File: src/rtl/pipe_stage_reg.sv
// Two-entry (main + skid) pipeline stage register with flush, hazard hold
// and saturating stall/flush statistics counters.
module pipe_stage_reg #(
    parameter int                DATA_W     = 64,
    parameter int                CNT_W      = 16,
    parameter logic [DATA_W-1:0] BUBBLE_VAL = {DATA_W{1'b0}}
) (
    input  logic              clk_i,
    input  logic              rst_i,
    input  logic              in_valid_i,
    input  logic [DATA_W-1:0] in_data_i,
    output logic              in_ready_o,
    output logic              out_valid_o,
    output logic [DATA_W-1:0] out_data_o,
    input  logic              out_ready_i,
    input  logic              hold_i,
    input  logic              flush_i,
    input  logic              cnt_clr_i,
    output logic [CNT_W-1:0]  stall_cnt_o,
    output logic [CNT_W-1:0]  flush_cnt_o
);

    typedef enum logic [1:0] {
        EMPTY = 2'd0,
        FULL  = 2'd1,
        SKID  = 2'd2
    } state_t;

    localparam logic [CNT_W-1:0] CNT_MAX = '1;

    state_t            state, state_nxt;
    logic [DATA_W-1:0] main_q, main_nxt;
    logic [DATA_W-1:0] skid_q, skid_nxt;
    logic              in_fire, out_fire;
    logic [1:0]        held_cnt;
    logic [1:0]        flush_inc;
    logic [CNT_W:0]    flush_sum;
    logic [CNT_W-1:0]  stall_cnt, flush_cnt;

    // Handshake outputs come straight from the state register.
    assign in_ready_o  = (state != SKID);
    assign out_valid_o = (state != EMPTY);
    assign out_data_o  = main_q;
    assign stall_cnt_o = stall_cnt;
    assign flush_cnt_o = flush_cnt;

    assign in_fire  = in_valid_i & in_ready_o;
    assign out_fire = out_valid_o & out_ready_i & ~hold_i;

    always_comb begin
        state_nxt = state;
        main_nxt  = main_q;
        skid_nxt  = skid_q;
        if (flush_i) begin
            state_nxt = EMPTY;
            main_nxt  = BUBBLE_VAL;
            skid_nxt  = BUBBLE_VAL;
        end else begin
            case (state)
                EMPTY: begin
                    if (in_fire) begin
                        state_nxt = FULL;
                        main_nxt  = in_data_i;
                    end
                end
                FULL: begin
                    if (in_fire && out_fire) begin
                        main_nxt = in_data_i;
                    end else if (in_fire) begin
                        state_nxt = SKID;
                        skid_nxt  = in_data_i;
                    end else if (out_fire) begin
                        state_nxt = EMPTY;
                        main_nxt  = BUBBLE_VAL;
                    end
                end
                SKID: begin
                    if (out_fire) begin
                        state_nxt = FULL;
                        main_nxt  = skid_q;
                        skid_nxt  = BUBBLE_VAL;
                    end
                end
                default: begin
                    state_nxt = EMPTY;
                    main_nxt  = BUBBLE_VAL;
                    skid_nxt  = BUBBLE_VAL;
                end
            endcase
        end
    end

    // Entries lost to a flush: everything held plus an accepted input, less
    // whatever the downstream still took this cycle.
    always_comb begin
        held_cnt  = 2'd0;
        flush_inc = 2'd0;
        case (state)
            FULL:    held_cnt = 2'd1;
            SKID:    held_cnt = 2'd2;
            default: held_cnt = 2'd0;
        endcase
        if (flush_i) begin
            flush_inc = held_cnt + {1'b0, in_fire} - {1'b0, out_fire};
        end
        flush_sum = {1'b0, flush_cnt} + (CNT_W + 1)'(flush_inc);
    end

    always_ff @(posedge clk_i or negedge rst_i) begin
        if (!rst_i) begin
            state  <= EMPTY;
            main_q <= BUBBLE_VAL;
            skid_q <= BUBBLE_VAL;
        end else begin
            state  <= state_nxt;
            main_q <= main_nxt;
            skid_q <= skid_nxt;
        end
    end

    always_ff @(posedge clk_i or negedge rst_i) begin
        if (!rst_i) begin
            stall_cnt <= '0;
            flush_cnt <= '0;
        end else if (cnt_clr_i) begin
            stall_cnt <= '0;
            flush_cnt <= '0;
        end else begin
            if (out_valid_o && !out_fire && stall_cnt != CNT_MAX) begin
                stall_cnt <= stall_cnt + CNT_W'(1);
            end
            if (flush_sum > {1'b0, CNT_MAX}) begin
                flush_cnt <= CNT_MAX;
            end else begin
                flush_cnt <= flush_sum[CNT_W-1:0];
            end
        end
    end

endmodule
File: config.mk
export PLATFORM = sky130hd
export DESIGN_NAME = pipe_stage_reg
export DESIGN_NICKNAME = d
export VERILOG_FILES = /design/src/rtl/pipe_stage_reg.sv
export SDC_FILE = /design/constraint.sdc
export NUM_CORES = 1
export LEC_CHECK = 0
export CORE_MARGIN = 3
export CORE_UTILIZATION = 46
export DETAILED_ROUTE_END_ITERATION = 7
export PLACE_DENSITY = 0.82
export SYNTH_ARGS = -nofsm -noshare
export SYNTH_HDL_FRONTEND = slang
export SYNTH_SLANG_ARGS = --single-unit
File: constraint.sdc
create_clock -name clk_i -period 3.02 [get_ports clk_i]
set_clock_uncertainty 0.2 [all_clocks]
set_input_delay 0.604 -clock clk_i [delete_from_list [all_inputs] [get_ports clk_i]]
set_output_delay 0.604 -clock clk_i [all_outputs]
set_load 0.02 [all_outputs]
==> qor.txt <==
Synth Cell Area -> 7420 µm²
nets -> 972
crit-path max FO -> 4
DR WL met3 -> 1360 µm
CP startpoint -> state[1]
reg2reg path depth -> 14
worst-margin pin slew -> 0.781 ns
Setup violations, final -> 0
Initial Util -> 47.9%
share of cells above drive strength 1 -> 14.6%
Syn Inst Count -> 718
post-route cell area -> 10,300 µm²
CTS Sinks -> 162
combinational share of power -> 16.8%
Synth cell types -> 62
vias in the first global route -> 6,364
Leakage -> 4.64 nW
DR DRC count -> 0
Final Critical Period -> 2.95 ns
ant diodes -> 0
vias -> 6,378
clock slew at reported path FFs -> 0.07 ns
Clock Latency Late Sink -> 0.41 ns
dpl hpwl -> 12,200 µm
internal power -> 4.22 mW
hold_sp -> skid_q[22]
Switching Power -> 1.56 mW
min-delay worst type -> flip-flop to flip-flop
Root Buffer -> clkbuf_16
Seq pwr share -> 41.2%
switch share -> 27.0%
VDD IR max -> 0.000385 V
Top Layer Used -> met4
Fmax -> 339 MHz
CTS tree -> built
WHS Path Cells -> 2
Tcrit/Tclk final -> 97.5%
grt total ovfl -> 0
met2 WL -> 9720 µm
worst reg2reg setup slack -> 0.07 ns
Max clock buf depth -> 2
Worst Hold Path EP -> skid_q[22]
pwr dens -> 559 nW/µm²
TNS Setup -> 0 ns
clock network power share -> 41.9%
H-tree depth -> 4
drt initial violations -> 569
ys flop type -> dfrtp_1
CP required -> 3.11 ns
GP Congestion -> 0.857
row count -> 45
Ys Warns -> 0
Metal-1 WL -> 8980 µm
crit start category -> flip-flop
Num CTS Buffers -> 17
I/O Buffers -> 168
first-pass GRT wire length -> 33,600 µm
wire per inst -> 18.1 µm
Slew Limit Fails -> 0
chip height -> 133 µm
max-cap viol count -> 0
Top Ports -> 169
First-pass DRT Iterations -> 5
RSZ-0062 raised after global routing -> yes
die area -> 17,700 µm²
total nets after synthesis -> 796
vias per cell -> 5.70
Setup CP Type -> flip-flop to flip-flop
core area -> 15,500 µm²
ys async rst share -> 100%
Die Wd -> 133 µm
Seq/Total Area, Yosys -> 54.6%
placed cell areas -> 9540 µm²
Synth-to-Final Area Change -> 39.3%
footprint of the multi-input gates -> 3200 µm²
slew margin rel. -> 47.9%
r2r endpoint -> flush_cnt_o[4]
largest net degree at the start of global routing -> 65
Final ANT Viol Nets -> 0
Post-synth EDFFs -> 0
# fillers -> 1,172
critical path capture point type -> flip-flop
Hold Fails Final Rpt -> 0
Worst Path Arrival -> 3.04 ns
register bit total from synthesis -> 162
worst r2r src -> state[1]
outcome -> complete, no violations
initial antenna violation count -> 0
total global-route track usage -> 23.0%
syn avg cell area -> 10.3 µm²
Routed WL -> 20,200 µm
FF+latch area -> 4060 µm²
worst max-delay path, cell delays in order (launching register included):
cell and delay (ns):
dfrtp_2 0.44, nor2_4 0.13, inv_2 0.06, nand2_4 0.06
ha_4 0.19, inv_2 0.06, ha_4 0.19, and2_4 0.16
ha_4 0.16, fa_2 0.38, buf_4 0.14, buf_4 0.13
and3_4 0.15, xnor2_1 0.27, a21oi_4 0.11
repair_timing:
action / in CTS / in global routing
gates resized for setup: 8 / 16
hold endpoints to repair: 44 / 0
pin swaps: 6 / 7
setup endpoints to repair: 16 / 16
cloned: 1 / 0
hold buffers: 1 / 0
buffers inserted: 3 / 4
per-stage QoR:
step	instances	hold slack [ns]	total power [mW]	worst slack [ns]	util, %
finish	1118	0.270	5.78	0.0742	66.7
global route	1118	0.286	6.02	-0.0165	66.7
CTS	1114	0.270	5.80	0.00200	66.2
detailed placement	1077	0.256	3.36	-0.813	61.6
global placement	1077	0.249	3.35	-0.795	61.6
floorplan	718	0.108	2.88	-0.209	-
cell families (layout without fill, tap and decap cells):
kind of cell,Yosys count,in the layout,synth area share (%)
AO/OA/AOI/OAI,173,173,18.4
XOR/XNOR,20,20,2.36
adder cells (fa/ha/maj),7,7,1.28
buffers and inverters,66,254,4.28
flip-flops,162,162,54.6
multiplexers,4,4,0.607
AND/OR/NAND/NOR,286,287,18.4
worst max-delay path by stage:
stage                            endpoint  slack (ns)  cells past startpoint
after floorplan           flush_cnt_o[10]       -0.21                     15
after global placement     flush_cnt_o[6]       -0.79                     15
after detailed placement   flush_cnt_o[6]       -0.81                     15
after CTS                  flush_cnt_o[6]       0.002                     14
after global routing      flush_cnt_o[13]       -0.02                     15
final                      flush_cnt_o[4]        0.07                     14
flip-flops by register name, indices dropped and copies added (netlist names):
signal / count
stall_cnt_o: 16
state: 2
flush_cnt_o: 16
out_data_o: 64
skid_q: 64
layer usage:
layer | global-route usage, % | vias to the layer above
li1 | - | 2930
met1 | 33.3 | 3163
met2 | 35.7 | 275
met3 | 4.33 | 10
met4 | 6.41 | 0
met5 | 0 | -
final cells by class:
class	count	area share, %
well taps	211	2.55
inverters	9	0.351
repair buffers	213	20.5
clock buffers	17	4.12
clock inverters	15	2.32
flip-flops and latches	162	39.3
multi-input cells	491	30.9
power groups by stage:
stage                     clock network [mW]  logic, mW  registers [mW]
final                                   2.42      0.973            2.38
after global routing                    2.57       1.05            2.40
after CTS                               2.47      0.959            2.38
after detailed placement                   0      0.947            2.41
after global placement                     0      0.939            2.41
after floorplan                            0      0.389            2.49
synthesized netlist by cell type (all sizes together) (4+ instances only):
master   number  share of area, %
ha            6               1.0
nand3        76               5.3
o21ai         8              0.69
buf          48               3.4
nor3          9              0.67
inv           9              0.46
xor2         12               1.4
clkbuf        9              0.46
nor2b         6              0.51
dfrtp       162                55
nand2       140               7.1
a22oi        65               6.6
nor2         26               1.5
nand2b        4              0.34
nand4         5              0.71
o2bb2ai      64               7.6
xnor2         8              0.94
a21oi        21               2.1
placed cells by master (no fill, tap or decap), drive strengths merged, types with 6 or more instances in the layout:
cell	synthesis	layout
clkdlybuf4s50	0	165
dfrtp	162	162
nand2	140	140
nand3	76	76
a22oi	65	65
o2bb2ai	64	64
buf	48	45
nor2	26	26
a21oi	21	21
clkbuf	9	19
inv	9	16
xor2	12	12
nor3	9	9
xnor2	8	8
o21ai	8	8
nor2b	6	6
ha	6	6
Power figures use the tool's default switching activity.
